**src/rtl/spi_pkg.sv**
```systemverilog
// Shared definitions for the SPI frame master: FSM state encoding,
// SPI mode constants and a small elaboration helper.
package spi_pkg;

   localparam logic [2:0] IDLE  = 3'd0;
   localparam logic [2:0] SETUP = 3'd1;
   localparam logic [2:0] XFER  = 3'd2;
   localparam logic [2:0] HOLD  = 3'd3;
   localparam logic [2:0] GAP   = 3'd4;

   typedef enum logic [2:0] {
      ST_IDLE  = IDLE,
      ST_SETUP = SETUP,
      ST_XFER  = XFER,
      ST_HOLD  = HOLD,
      ST_GAP   = GAP
   } spi_state_e;

   // Mode constants packed as {CPOL, CPHA}
   localparam logic [1:0] SPI_MODE0 = 2'b00;
   localparam logic [1:0] SPI_MODE1 = 2'b01;
   localparam logic [1:0] SPI_MODE2 = 2'b10;
   localparam logic [1:0] SPI_MODE3 = 2'b11;

   function automatic int maxInt(input int a, input int b);
      return (a > b) ? a : b;
   endfunction

endpackage

```
**src/rtl/spi_clk_gen.sv**
```systemverilog
// SCLK generator: counts CLK_DIV system clocks per half-period while enabled
// and flags the leading/trailing SCLK edges in the cycle they are taken.
module spi_clk_gen
   import spi_pkg::*;
#(
   parameter int CLK_DIV = 200,
   parameter bit CPOL    = 1'b0
) (
   input  logic clk,
   input  logic reset_n,
   input  logic en_i,
   output logic sclk_o,
   output logic lead_tick_o,
   output logic trail_tick_o
);

   localparam int HALF_W = (CLK_DIV > 2) ? $clog2(CLK_DIV) : 1;

   logic [HALF_W-1:0] halfCnt_q;
   logic              sclk_q;
   logic              wrap;

   // A tick is the cycle whose clock edge toggles sclk; lead moves away from idle
   assign wrap         = en_i && (halfCnt_q == HALF_W'(CLK_DIV - 1));
   assign lead_tick_o  = wrap && (sclk_q == CPOL);
   assign trail_tick_o = wrap && (sclk_q != CPOL);
   assign sclk_o       = sclk_q;

   always_ff @(posedge clk or negedge reset_n) begin
      if (!reset_n) begin
         halfCnt_q <= '0;
         sclk_q    <= CPOL;
      end else if (!en_i) begin
         halfCnt_q <= '0;
         sclk_q    <= CPOL;
      end else if (wrap) begin
         halfCnt_q <= '0;
         sclk_q    <= ~sclk_q;
      end else begin
         halfCnt_q <= halfCnt_q + 1'b1;
      end
   end

endmodule

```
**src/rtl/spi_frame_master.sv**
```systemverilog
// Parametrised SPI master: one DATA_W frame per accepted start, any CPOL/CPHA,
// selectable bit order, MISO capture and a start/busy/done handshake.
module spi_frame_master
   import spi_pkg::*;
#(
   parameter int DATA_W    = 40,
   parameter int CLK_DIV   = 200,
   parameter bit CPOL      = 1'b0,
   parameter bit CPHA      = 1'b0,
   parameter bit MSB_FIRST = 1'b1,
   parameter int CS_GAP    = 4
) (
   input  logic              clk,
   input  logic              reset_n,
   input  logic              start,
   input  logic [DATA_W-1:0] tx_data,
   output logic              busy,
   output logic              done,
   output logic [DATA_W-1:0] rx_data,
   output logic              sclk,
   output logic              mosi,
   input  logic              miso,
   output logic              cs_n
);

   if (DATA_W < 1 || CLK_DIV < 2 || CS_GAP < 1) begin : gBadParams
      $error("spi_frame_master: DATA_W>=1, CLK_DIV>=2 and CS_GAP>=1 are required");
   end

   localparam int EDGE_W = $clog2(2 * DATA_W + 1);
   localparam int CNT_W  = $clog2(maxInt(CLK_DIV, CS_GAP) + 1);
   localparam logic [EDGE_W-1:0] LAST_EDGE = EDGE_W'(2 * DATA_W - 1);

   spi_state_e        state_q;
   logic [DATA_W-1:0] txSh_q, txSh_d;
   logic [DATA_W-1:0] rxSh_q, rxSh_d;
   logic [DATA_W-1:0] rxData_q;
   logic [EDGE_W-1:0] edge_q;
   logic [CNT_W-1:0]  cnt_q;
   logic              csN_q, mosi_q, busy_q, done_q;
   logic              misoMeta_q, misoSync_q;
   logic              leadTick, trailTick, shiftTick, sampleTick, lastEdge, sclkEn;

   function automatic logic firstBit(input logic [DATA_W-1:0] v);
      return MSB_FIRST ? v[DATA_W-1] : v[0];
   endfunction

   // Both shift registers move toward the outgoing end, so rx ends up in transmit order
   assign txSh_d = MSB_FIRST ? (txSh_q << 1) : (txSh_q >> 1);
   assign rxSh_d = MSB_FIRST ? ((rxSh_q << 1) | DATA_W'(misoSync_q))
                             : ((rxSh_q >> 1) | (DATA_W'(misoSync_q) << (DATA_W - 1)));

   assign shiftTick  = CPHA ? leadTick  : trailTick;
   assign sampleTick = CPHA ? trailTick : leadTick;
   assign lastEdge   = (edge_q == LAST_EDGE);
   assign sclkEn     = (state_q == ST_XFER);

   spi_clk_gen #(
      .CLK_DIV (CLK_DIV),
      .CPOL    (CPOL)
   ) uClkGen (
      .clk          (clk),
      .reset_n      (reset_n),
      .en_i         (sclkEn),
      .sclk_o       (sclk),
      .lead_tick_o  (leadTick),
      .trail_tick_o (trailTick)
   );

   always_ff @(posedge clk or negedge reset_n) begin
      if (!reset_n) begin
         misoMeta_q <= 1'b0;
         misoSync_q <= 1'b0;
      end else begin
         misoMeta_q <= miso;
         misoSync_q <= misoMeta_q;
      end
   end

   // Frame sequencer; every state transition also clears the cycle counter
   always_ff @(posedge clk or negedge reset_n) begin
      if (!reset_n) begin
         state_q  <= ST_IDLE;
         txSh_q   <= '0;
         rxSh_q   <= '0;
         rxData_q <= '0;
         edge_q   <= '0;
         cnt_q    <= '0;
         csN_q    <= 1'b1;
         mosi_q   <= 1'b0;
         busy_q   <= 1'b0;
         done_q   <= 1'b0;
      end else begin
         done_q <= 1'b0;
         case (state_q)
            ST_IDLE: begin
               if (start) begin
                  txSh_q  <= tx_data;
                  rxSh_q  <= '0;
                  csN_q   <= 1'b0;
                  busy_q  <= 1'b1;
                  cnt_q   <= '0;
                  edge_q  <= '0;
                  state_q <= ST_SETUP;
                  if (!CPHA) mosi_q <= firstBit(tx_data);
               end
            end
            ST_SETUP: begin
               if (cnt_q == CNT_W'(CLK_DIV - 1)) begin
                  cnt_q   <= '0;
                  edge_q  <= '0;
                  state_q <= ST_XFER;
               end else begin
                  cnt_q <= cnt_q + 1'b1;
               end
            end
            ST_XFER: begin
               if (sampleTick) rxSh_q <= rxSh_d;
               // CPHA=1 drives the current head bit; CPHA=0 already drove it at accept
               if (shiftTick && !lastEdge) begin
                  txSh_q <= txSh_d;
                  mosi_q <= CPHA ? firstBit(txSh_q) : firstBit(txSh_d);
               end
               if (leadTick || trailTick) begin
                  if (lastEdge) begin
                     edge_q  <= '0;
                     cnt_q   <= '0;
                     state_q <= ST_HOLD;
                  end else begin
                     edge_q <= edge_q + 1'b1;
                  end
               end
            end
            ST_HOLD: begin
               if (cnt_q == CNT_W'(CLK_DIV - 1)) begin
                  cnt_q    <= '0;
                  csN_q    <= 1'b1;
                  mosi_q   <= 1'b0;
                  rxData_q <= rxSh_q;
                  done_q   <= 1'b1;
                  state_q  <= ST_GAP;
               end else begin
                  cnt_q <= cnt_q + 1'b1;
               end
            end
            ST_GAP: begin
               if (cnt_q == CNT_W'(CS_GAP - 1)) begin
                  cnt_q   <= '0;
                  busy_q  <= 1'b0;
                  state_q <= ST_IDLE;
               end else begin
                  cnt_q <= cnt_q + 1'b1;
               end
            end
            default: begin
               cnt_q   <= '0;
               state_q <= ST_IDLE;
            end
         endcase
      end
   end

   assign busy    = busy_q;
   assign done    = done_q;
   assign rx_data = rxData_q;
   assign mosi    = mosi_q;
   assign cs_n    = csN_q;

endmodule
```
**config.mk**
```make
export PLATFORM = sky130hd
export DESIGN_NAME = spi_frame_master
export DESIGN_NICKNAME = d
export VERILOG_FILES = /design/src/rtl/spi_pkg.sv /design/src/rtl/spi_clk_gen.sv /design/src/rtl/spi_frame_master.sv
export SDC_FILE = /design/constraint.sdc
export NUM_CORES = 1
export LEC_CHECK = 0
export BUFFER_PORTS_ARGS = -buffer_cell sky130_fd_sc_hd__buf_4
export CAP_MARGIN = 15
export CELL_PAD_IN_SITES_DETAIL_PLACEMENT = 1
export CELL_PAD_IN_SITES_GLOBAL_PLACEMENT = 1
export CORE_ASPECT_RATIO = 1.2
export CORE_MARGIN = 4
export CORE_UTILIZATION = 45
export CTS_CLUSTER_SIZE = 28
export DETAILED_ROUTE_END_ITERATION = 7
export GPL_ROUTABILITY_DRIVEN = 0
export PLACE_DENSITY = 0.86
export SETUP_SLACK_MARGIN = 0.15
export SLEW_MARGIN = 20
export SYNTH_ARGS = -nofsm -noshare
export SYNTH_HDL_FRONTEND = slang
export SYNTH_SLANG_ARGS = --single-unit
```
**constraint.sdc**
```tcl
create_clock -name clk -period 2.7 [get_ports clk]
set_clock_uncertainty 0.15 [all_clocks]
set_input_delay 0.54 -clock clk [delete_from_list [all_inputs] [get_ports clk]]
set_output_delay 0.54 -clock clk [all_outputs]
set_load 0.02 [all_outputs]
```
Word level (Yosys, flattened, before mapping)
Index checks and enable logic that the tools add are counted.
- word-level logic and storage cells: 98
- output and inout bits: 45
- register bits after elaboration: 152
- equality and inequality tests: 17
- bitwise logic cells: 2
- reductions and logical operators: 22
- add/subtract/negate cells: 3
- mux-type cells: 40
- operators with widths (cell ; number):
    two-way mux 40 bit ; 2
    case mux 40 bit (2 select lines) ; 1
    two-way mux 39 bit ; 2
    case mux 39 bit (2 select lines) ; 1
    two-way mux 8 bit ; 7
    bitwise OR 40 x 1 -> 40 bit ; 1
    case mux 8 bit (4 select lines) ; 1
    two-way mux 7 bit ; 4
    case mux 7 bit (3 select lines) ; 1
    two-way mux 3 bit ; 6
    != test 2 bit, second input constant ; 9
    adder 8 x 1 -> 8 bit, second input constant ; 2
    == test 8 bit, second input constant ; 2
    case mux 3 bit (5 select lines) ; 1
    AND reduction 3 bit ; 5
    two-way mux 1 bit ; 11
    == test 8 x 2 -> 1 bit, second input constant ; 1
    AND reduction 4 bit ; 2
    adder 7 x 1 -> 7 bit, second input constant ; 1
    == test 7 bit, second input constant ; 1
    == test 3 x 2 -> 1 bit, second input constant ; 2
    AND reduction 6 bit ; 1
    nonzero test 2 bit ; 3
    nonzero test 3 bit ; 2
    11 further kinds ; 15

Depth between registers and ports, before layout
Gate-level depths: netlist of run 1.
- depth after elaboration: 6
- gate-level depth with buffers: 8
- mapped depth without buffers: 6

Cells and area by module
A second synthesis of run 1 with hierarchy kept.
- cell total of the unflattened synthesis: 589
- area total of the unflattened synthesis: 7110.6 µm²
- modules (own cells, without submodules) (module ; cells an instance ; area each (µm²) ; instances):
    spi_frame_master ; 543 ; 6650.1 ; 1
    spi_clk_gen ; 46 ; 460.4 ; 1

Worst setup path after synthesis of run 1
No wires, ideal clock.
- path type: register to register
- start: reg edge_q[0]
- end: reg txSh_q[28]
- path slack: 0.607 ns
- clock period less this slack: 2.093 ns
- arrival: 1.816 ns
- data required time: 2.423 ns
- cell stages (with the launch flop): 9
- cells stage by stage: dfrtp_1 > ha_1 > and4b_1 > and3_1 > o41ai_4 > and2_1 > buf_4 > buf_4 > a31oi_1
- longest elaborated chain between the ends: 5
- ends and longest elaborated chain (what ; RTL line ; source):
    start: declaration ; spi_frame_master.sv:38 ; logic [EDGE_W-1:0] edge_q;
    start signal: assignment ; spi_frame_master.sv:130 ; edge_q <= edge_q + 1'b1;
    == test 7 bit ; spi_frame_master.sv:55 ; assign lastEdge = (edge_q == LAST_EDGE);
    zero test 1 bit ; spi_frame_master.sv:120 ; if (shiftTick && !lastEdge) begin
    logical AND 1 bit ; spi_frame_master.sv:120 ;
    != test 2 bit (no line) ; n/a ;
    AND reduction 3 bit (no line) ; n/a ;
    end signal: assignment ; spi_frame_master.sv:98 ; txSh_q <= tx_data;
    end signal: assignment ; spi_frame_master.sv:121 ; txSh_q <= txSh_d;
    end: declaration ; spi_frame_master.sv:35 ; logic [DATA_W-1:0] txSh_q, txSh_d;
Every way passes these cells.
A chain may end at the register's enable or synchronous reset.

Worst setup path after layout of run 1
- start: reg cnt_q[3]
- end: reg rxData_q[13], in the netlist rx_data[13]
- longest elaborated chain between the ends: 2
- ends and longest elaborated chain (what ; RTL line ; source):
    start: declaration ; spi_frame_master.sv:39 ; logic [CNT_W-1:0] cnt_q;
    start signal: assignment ; spi_frame_master.sv:114 ; cnt_q <= cnt_q + 1'b1;
    start signal: assignment ; spi_frame_master.sv:143 ; cnt_q <= cnt_q + 1'b1;
    start signal: assignment ; spi_frame_master.sv:152 ; cnt_q <= cnt_q + 1'b1;
    == test 8 bit ; spi_frame_master.sv:135 ; if (cnt_q == CNT_W'(CLK_DIV - 1)) begin
    AND reduction 2 bit (no line) ; n/a ;
    end signal: assignment ; spi_frame_master.sv:139 ; rxData_q <= rxSh_q;
    end: declaration ; spi_frame_master.sv:37 ; logic [DATA_W-1:0] rxData_q;
Every way passes these cells.

==> flow_summary.toml, run 1 <==
[timing]
worst_pin_slew_ns = 0.5571
hold_slack_ns = 0.07609
relSlewSlack = 0.6286
fin_crit_sh = 0.8607
finalSetupViolCount = 0
rsz0062_at_grt = "false"
fin_tns_setup_ns = 0
slew_viol_final = 0
fin_crit_ns = 2.324
clock.fmax_mhz = 430.3
hold_viol = 0

[synth]
synth_top_area_share = 0.5728
synth_fa_ha_area_frac = 0.005690
synth_edf_count = 0
ys_seq_area_frac = 0.5768
ys_warn_count = 0
ys.flop_type = "dfrtp_1"
synthTopCellsByArea = "dfrtp_1, nand2_1, mux2_2, a31oi_1, o21ai_0"
synth_cells = 644
syn_area_sq_um = 6596
synth_largest_area_cell = "dfrtp_1"
synth_mux_area_frac = 0.07379
synth_compound_area_frac = 0.1449
synthSimpleGateAreaFrac = 0.1512
avgSynthCellArea_sq_um = 10.24
ys_async_sr_fraction = 1.000
syn-num-nets = 691
synth_xor_area_frac = 0.01195
yosysUniqueCellTypes = 54
ys_ff_latch = 152
synth_top_family_by_area = "simple AND/OR/NAND/NOR gates"

[worst_setup_path]
cp_max_fo = 42
worst_setup_path_end_kind = "flip-flop"
required_ns = 2.85
start_kind = "flip-flop"
critical_path_class = "reg -> reg"
arrival_ns = 2.47
reg2reg_setup_slack_ns = 0.38

[power]
powerDensity_nw_per_um2 = 604.2
vdd_drop_max_uv = 355.6
power.share.combinational = 0.030
p_int_mw = 3.798
p_leak_nw = 3.911
p_seq_frac = 0.481
clkPwrFrac = 0.489
power.switching_mw = 1.066
swShare = 0.2192

[die]
ioPinCount = 89
die_w_um = 118.5
coreArea_sq_um = 14350
dieArea_sq_um = 16670
placementRows = 48
chipHeight_um = 140.6
start_util = 0.4596

[clock_network]
max-clock-path-buffers = 2
h-tree-depth = 4
cts_root_buf = "clkbuf_16"
path_clk_slew_ns = 0.06
cts_tree = "done"
post_cts_buffers = 0
cts_sinks = 152
cts_made_buffers = 17
worstSkewPairLatency_ns = 0.42

[route]
route.antenna.remaining_nets = 0
via_count = 5068
drtIter0Drc = 315
wire_per_inst_um = 18.44
firstDrtPassIters = 5
viasPerCell = 5.563
drc = 0
drt-total-wl_mm = 16.80

[placement]
hpwl_mm = 10.93
port_buffers = 88
dpl-instance-area_sq_um = 7436

[hold_path]
holdCritPathClass = "in -> reg"

[global_routing]
grt_pass1_vias = 5618
antenna_found_initial = 0
grt_pass1_wl_mm = 28.30
grt_max_degree = 81
grt_overflow = 0
gr-usage-all-layers = 0.2106

[finish]
drive_gt1_frac = 0.2527
area_growth_pct = 22.04
fin_nets = 770
fin_area_sq_um = 8050
diodes = 0

[run]
drv_cap = 0

[outcome]
status = "finished, final reports clean"
[state kept, by name (all words and copies together), names as in the netlist]
name,count
rxSh_q,40
txSh_q,39
busy,1
rx_data,40
state_q,3
cnt_q,8
edge_q,7
uClkGen.sclk_o,1
done,1
misoMeta_q,1
uClkGen.halfCnt_q,8
cs_n,1
mosi,1
misoSync_q,1
[power by group through the flow]
stage	Clock, mW	Sequential [mW]	Combinational [mW]
after global placement	0	2.37	0.141
final	2.38	2.34	0.147
after global routing	2.55	2.34	0.169
after detailed placement	0	2.38	0.150
after CTS	2.43	2.34	0.152
after floorplan	0	2.37	0.0326
[final timing paths]
check                                start           to  cells past startpoint
worst min register to register  misoMeta_q   misoSync_q                      0
worst max-delay path              cnt_q[3]  rx_data[13]                      6
worst max register to register    cnt_q[3]  rx_data[13]                      6
max in group asynchronous          reset_n  rx_data[33]                      3
worst min-delay path                  miso   misoMeta_q                      1
min in group asynchronous          reset_n     cnt_q[3]                      2
[cell usage after synthesis (2+ instances only)]
master / n
a21o_1: 7
a21oi_1: 39
a31oi_1: 44
and2_1: 2
and3_1: 7
buf_2: 11
buf_4: 9
clkbuf_1: 20
dfrtp_1: 151
ha_1: 3
inv_1: 7
mux2_1: 2
mux2_2: 39
nand2_1: 170
nand2b_1: 5
nand3_1: 10
nor2_1: 18
nor2_4: 2
nor3_1: 3
nor3b_1: 2
o21ai_0: 51
o22a_1: 2
o31a_1: 2
xnor2_1: 3
xor2_1: 6
[metrics by stage]
stage | instances | setup slack [ns] | utilization | power, mW
after detailed placement | 878 | 0.3357 | 0.5180 | 2.527
final | 911 | 0.3761 | 0.5608 | 4.864
after floorplan | 644 | 0.6071 | - | 2.401
after CTS | 911 | 0.3048 | 0.5606 | 4.922
after global routing | 911 | 0.2390 | 0.5608 | 5.055
after global placement | 878 | 0.4824 | 0.5180 | 2.515
[kinds of logic after synthesis]
kind of cell             Yosys count
multiplexers                      43
flip-flops                       152
XOR/XNOR                           9
AND/OR/NAND/NOR                  232
AO/OA/AOI/OAI                    157
adder cells (fa/ha/maj)            3
buffers and inverters             48
[area by class of cell]
type,instances,area [sq um]
Clock buffer,20,456.7
Clock inverter,12,143.9
Fill cell,1567,6304
Inverter,7,26.28
Multi-Input combinational cell,444,2569
Sequential cell,152,3805
Tap cell,175,219.0
Timing Repair Buffer,101,830.8
[metal layers]
metal | GRT usage | routed length [um] | vias up
met5 | 0 | 0 | -
li1 | - | - | 2379
met4 | 0.07993 | 357 | 0
met3 | 0.04615 | 492 | 28
met2 | 0.3829 | 9205 | 84
met1 | 0.2423 | 6740 | 2577
[timing repair]
item / CTS / global route
endpoints found under the setup margin: 0 / 1
hold endpoints to repair: 54 / 0
hold buffers: 1 / 0
resized for setup: 0 / 1
[placed cells by master, fill, tap and decap left out, types with 3 or more instances in the layout]
cell / instances
mux2_2: 39
ha_1: 3
a21o_1: 7
buf_4: 93
a21oi_1: 39
o21ai_0: 51
clkbuf_16: 17
and3_1: 7
buf_12: 5
nand3_1: 10
nor2_1: 17
a31oi_1: 44
dfrtp_1: 151
xnor2_1: 3
nand2_1: 170
xor2_1: 6
inv_1: 7
nor3_1: 3
clkinv_4: 5
nand2b_1: 5
[worst max-delay path: stages, from the launching register on]
cell and delay, ns:
dfrtp_1 0.43, or3_4 0.43, nor2_1 0.22, nand2_1 0.17, nor2_4 0.13, buf_12 0.26, mux2_2 0.39
(Power assumes the default switching activity.)
==> run 2, diff against run 1 <==
--- a/config.mk
+++ b/config.mk
@@ -12,10 +12,11 @@
 export CORE_ASPECT_RATIO = 1.2
 export CORE_MARGIN = 4
 export CORE_UTILIZATION = 45
+export CTS_BUF_LIST = sky130_fd_sc_hd__clkbuf_4 sky130_fd_sc_hd__clkbuf_8
 export CTS_CLUSTER_SIZE = 28
 export DETAILED_ROUTE_END_ITERATION = 7
 export GPL_ROUTABILITY_DRIVEN = 0
-export PLACE_DENSITY = 0.86
+export PLACE_DENSITY = 0.77
 export SETUP_SLACK_MARGIN = 0.15
 export SLEW_MARGIN = 20
 export SYNTH_ARGS = -nofsm -noshare
==> run 2 against run 1 <==
  * Die area stayed put
  * Global-route usage fell by 1.7 points
  * Maximum frequency grew 1.6%
  * Power shrank 14%
  * First-iteration DRC count grew 0.95%
  * Register-to-register slack improved by 0.04 ns
  * Critical path depth is 1 higher
  * Setup slack better by 0.036 ns
  * Via count shrank 1.6%
  * Clock-buffer cell count grew 2
  * Hold slack lost 0.028 ns
  * Core utilization down 1.4 points
  * Highest routed layer unchanged
==> flow_summary.toml, run 2 (synthesized netlist as in run 1, its figures left out) <==
[die]
start_util = 0.4596
coreArea_sq_um = 14350
ioPinCount = 89
die_w_um = 118.5
dieArea_sq_um = 16670
chipHeight_um = 140.6
placementRows = 48

[outcome]
status = "finished, final reports clean"

[worst_setup_path]
cp_slowest_cell = "dfrtp_1"
arrival_ns = 2.50
start_kind = "flip-flop"
required_ns = 2.91
cp_max_fo = 38
path_cells = "ha_1 > and4b_1 > and3_1 > o41ai_4 > buf_6 > a21oi_1 > a31oi_1"
critical_path_buf_inv_count = 1
worst_setup_path_end_kind = "flip-flop"
critical_path_class = "reg -> reg"
crit_family = "compound AO/OA/AOI/OAI gates"
cp_slowest_stage_delay_ns = 0.42

[route]
drc = 0
drtIter0Drc = 318
route.antenna.remaining_nets = 0
via_count = 4985
drt-total-wl_mm = 15.52
viasPerCell = 5.490
firstDrtPassIters = 4
wire_per_inst_um = 17.09

[timing]
hold_viol = 0
clock.fmax_mhz = 437.1
finalSetupViolCount = 0
rsz0062_at_grt = "false"
fin_crit_ns = 2.288
slew_viol_final = 0
fin_tns_setup_ns = 0
relSlewSlack = 0.5168
fin_crit_sh = 0.8473
worst_pin_slew_ns = 0.7248

[global_routing]
grt_pass1_wl_mm = 26.28
gr-usage-all-layers = 0.1941
met1_usage = 0.2365
busiest_layer = "met2"
grt_overflow = 0
grt_util_met3 = 0.05297
grt_max_degree = 81
antenna_found_initial = 0
grt_pass1_vias = 5322
use_met2 = 0.3380

[clock_network]
cts_made_buffers = 17
worstSkewPairLatency_ns = 0.45
cts_tree = "done"
h-tree-depth = 4
cts_root_buf = "clkbuf_8"
post_cts_buffers = 0
path_clk_slew_ns = 0.08
max-clock-path-buffers = 2
cts_sinks = 152

[placement]
dpl-instance-area_sq_um = 7450
port_buffers = 88
hpwl_mm = 10.41

[finish]
drive_gt1_frac = 0.2510
diodes = 0
layout_commonest_cell = "nand2_1"
area_growth_pct = 18.99
layout_common_cells = "nand2_1, dfrtp_1, buf_4"
fin_area_sq_um = 7849
fin_nets = 770

[power]
p_leak_nw = 3.825
vdd_drop_max_uv = 310.9
powerDensity_nw_per_um2 = 534.0

[hold_path]
holdCritPathClass = "in -> reg"

[run]
drv_cap = 0
==> run 2: worst paths after layout <==
kind	startpoint	end	slack (ns)	cells past startpoint
setup / recovery	edge_q[0]	txSh_q[31]	0.41	7
hold / removal	miso	misoMeta_q	0.05	1
setup reg to reg	edge_q[0]	txSh_q[31]	0.41	7
hold reg to reg	misoMeta_q	misoSync_q	0.21	0
max in group asynchronous	reset_n	rx_data[8]	1.21	3
min in group asynchronous	reset_n	rx_data[3]	0.55	2
==> run 2: stage by stage <==
| stage | setup slack [ns] | power [mW] | std cells | hold WS (ns) | util |
|---|---|---|---|---|---|
| floorplan | 0.6071 | 2.401 | 644 | 0.09441 | - |
| global placement | 0.4715 | 2.518 | 878 | 0.1853 | 0.5190 |
| detailed placement | 0.3239 | 2.528 | 878 | 0.1971 | 0.5190 |
| CTS | 0.3005 | 4.256 | 908 | 0.006122 | 0.5465 |
| global route | 0.2386 | 4.377 | 908 | 0.008110 | 0.5468 |
| finish | 0.4122 | 4.191 | 908 | 0.04856 | 0.5468 |
==> run 2: where the power goes <==
| part | switching, mW | leakage [nW] | internal [mW] |
|---|---|---|---|
| Sequential | 0.0247 | 1.99 | 2.31 |
| Clock | 0.811 | 0.198 | 0.901 |
| Combinational | 0.0813 | 1.64 | 0.0657 |
==> run 2: layer usage <==
metal | vias to the layer above | share of wire
met5 | - | 0
met4 | 0 | 0.012
met3 | 20 | 0.039
met2 | 87 | 0.52
met1 | 2510 | 0.42
li1 | 2368 | -
==> run 2: layout make-up <==
cell class | count | area [sq um]
Timing Repair Buffer | 101 | 843.3
Clock inverter | 7 | 95.09
Sequential cell | 152 | 3805
Multi-Input combinational cell | 444 | 2570
Fill cell | 1567 | 6505
Clock buffer | 22 | 290.3
Inverter | 7 | 26.28
Tap cell | 175 | 219.0
==> run 2: what timing repair did <==
item,in CTS,in global routing
hold endpoints to repair,71,0
hold buffers,1,0
endpoints found under the setup margin,0,1
resized for setup,0,1
==> run 3, diff against run 2 <==
==> constraint.sdc (replaced) <==
create_clock -name clk -period 2.3 [get_ports clk]
set_clock_uncertainty 0.15 [all_clocks]
set_input_delay 0.46 -clock clk [delete_from_list [all_inputs] [get_ports clk]]
set_output_delay 0.46 -clock clk [all_outputs]
set_load 0.02 [all_outputs]
==> run 3 against run 2 <==
  * The flow now finishes with violations (setup timing)
  * Core utilization is 9.9 points higher
  * Cell area grew 18%
  * Power increased by 27%
  * Sequential power grew 18%
  * Non-clock buffer count increased by 66
  * Sequential cell count unchanged
  * Critical endpoint is now txSh_q[1]
==> flow_summary.toml, run 3 (synthesized netlist as in run 1, its figures left out) <==
[outcome]
status = "finished with violations"
violations = "setup timing"

[route]
drtIter0Drc = 430
route.antenna.remaining_nets = 0
via_count = 5853
firstDrtPassIters = 6
viasPerCell = 5.991
drt-total-wl_mm = 24.61
wire_per_inst_um = 25.19
drc = 0

[worst_setup_path]
worst_setup_path_end_kind = "flip-flop"
critical_path_class = "reg -> reg"
arrival_ns = 2.63
cp_max_fo = 4
required_ns = 2.52
start_kind = "flip-flop"

[finish]
area_growth_pct = 40.46
fin_nets = 837
drive_gt1_frac = 0.3703
layout_common_cells = "nand2_1, dfrtp_1, buf_4"
utilization = 0.6455
diodes = 0
layout_commonest_cell = "nand2_1"
nFillCells = 1479

[global_routing]
antenna_found_initial = 0
grt_overflow = 0
grt_pass1_wl_mm = 32.49
grt_max_degree = 81
gr-usage-all-layers = 0.2437
grt_pass1_vias = 6081

[die]
dieArea_sq_um = 16670
chipHeight_um = 140.6
ioPinCount = 89
coreArea_sq_um = 14350
placementRows = 48
die_w_um = 118.5
start_util = 0.4596

[run]
drv_cap = 0

[clock_network]
max-clock-path-buffers = 2
cts_tree = "done"
h-tree-depth = 4
path_clk_slew_ns = 0.09
cts_sinks = 152
cts_root_buf = "clkbuf_8"
cts_made_buffers = 17
worstSkewPairLatency_ns = 0.47

[timing]
fin_crit_ns = 2.415
hold_viol = 0
slew_viol_final = 0
setup_slack_ns = -0.1153
fin_tns_setup_ns = -1.188
worst_pin_slew_ns = 0.7025
fin_crit_sh = 1.050
clock.fmax_mhz = 414.0
relSlewSlack = 0.5280
finalSetupViolCount = 34
hold_slack_ns = 0.07808
rsz0062_at_grt = "true"

[power]
vdd_drop_max_uv = 382.6
swShare = 0.2363
p_leak_nw = 4.374
clkPwrFrac = 0.447
p_seq_frac = 0.516
power.switching_mw = 1.255
powerDensity_nw_per_um2 = 573.3
p_int_mw = 4.057
power.share.combinational = 0.037

[placement]
port_buffers = 88
hpwl_mm = 10.54

[hold_path]
holdCritPathClass = "in -> reg"
[run 3: worst paths after layout]
kind / from / cells after the start / slack [ns] / to
worst max-delay path: uClkGen.halfCnt_q[1] / 10 / -0.12 / txSh_q[1]
worst min-delay path: tx_data[0] / 3 / 0.08 / txSh_q[0]
worst max register to register: uClkGen.halfCnt_q[1] / 10 / -0.12 / txSh_q[1]
worst min register to register: misoMeta_q / 0 / 0.22 / misoSync_q
max in group asynchronous: reset_n / 3 / 0.95 / txSh_q[23]
min in group asynchronous: reset_n / 2 / 0.36 / rx_data[2]
[run 3: worst max-delay path, stage by stage (launching register included)]
cell      delay (ns)
dfrtp_1         0.45
ha_4            0.20
nand4b_1        0.10
buf_4           0.18
o41ai_4         0.35
buf_4           0.19
buf_12          0.11
buf_12          0.12
buf_6           0.13
a21oi_1         0.08
a31oi_1         0.24
[run 3: stage by stage]
| stage | setup slack [ns] | cell area [sq um] | power (mW) | instances |
|---|---|---|---|---|
| floorplan | 0.2071 | 6596 | 2.818 | 644 |
| global placement | 0.1016 | 7502 | 2.958 | 885 |
| detailed placement | -0.02174 | 7502 | 2.970 | 885 |
| CTS | 0.05406 | 8576 | 5.258 | 947 |
| global route | -0.1219 | 9265 | 5.482 | 977 |
| finish | -0.1153 | 9265 | 5.311 | 977 |
[run 3: cell type report]
cell class                 count  area, sq um  share of cell area
inverter                       7        26.28            0.002836
sequential                   152         3806              0.4108
clock buffer                  21        276.5             0.02984
timing repair buffer         167         1725              0.1862
clock inverter                10        166.4             0.01796
multi-input combinational    445         3045              0.3287
tap                          175        219.0             0.02363
[run 3: what timing repair did]
| item | CTS | global route |
|---|---|---|
| resized for setup | 34 | 62 |
| hold buffers | 2 | 0 |
| endpoints found under the setup margin | 91 | 113 |
| gates cloned | 7 | 10 |
| pin swaps | 8 | 20 |
| setup buffers | 22 | 20 |
| hold endpoints to repair | 49 | 0 |
[run 3: power by group through the flow]
stage          registers (mW)  logic, mW  clock network [mW]
5_1_grt                  2.75      0.223                2.51
3_3_place_gp             2.79      0.172                   0
4_1_cts                  2.74      0.188                2.33
2_1_floorplan            2.78     0.0382                   0
3_5_place_dp             2.79      0.180                   0
6_report                 2.74      0.198                2.37
[run 3: routing by layer]
| layer | wire [um] | global-route usage |
|---|---|---|
| met4 | 1190 | 0.09213 |
| met3 | 1095 | 0.05457 |
| met2 | 13060 | 0.4234 |
| met1 | 9264 | 0.2973 |
| met5 | 0 | 0 |
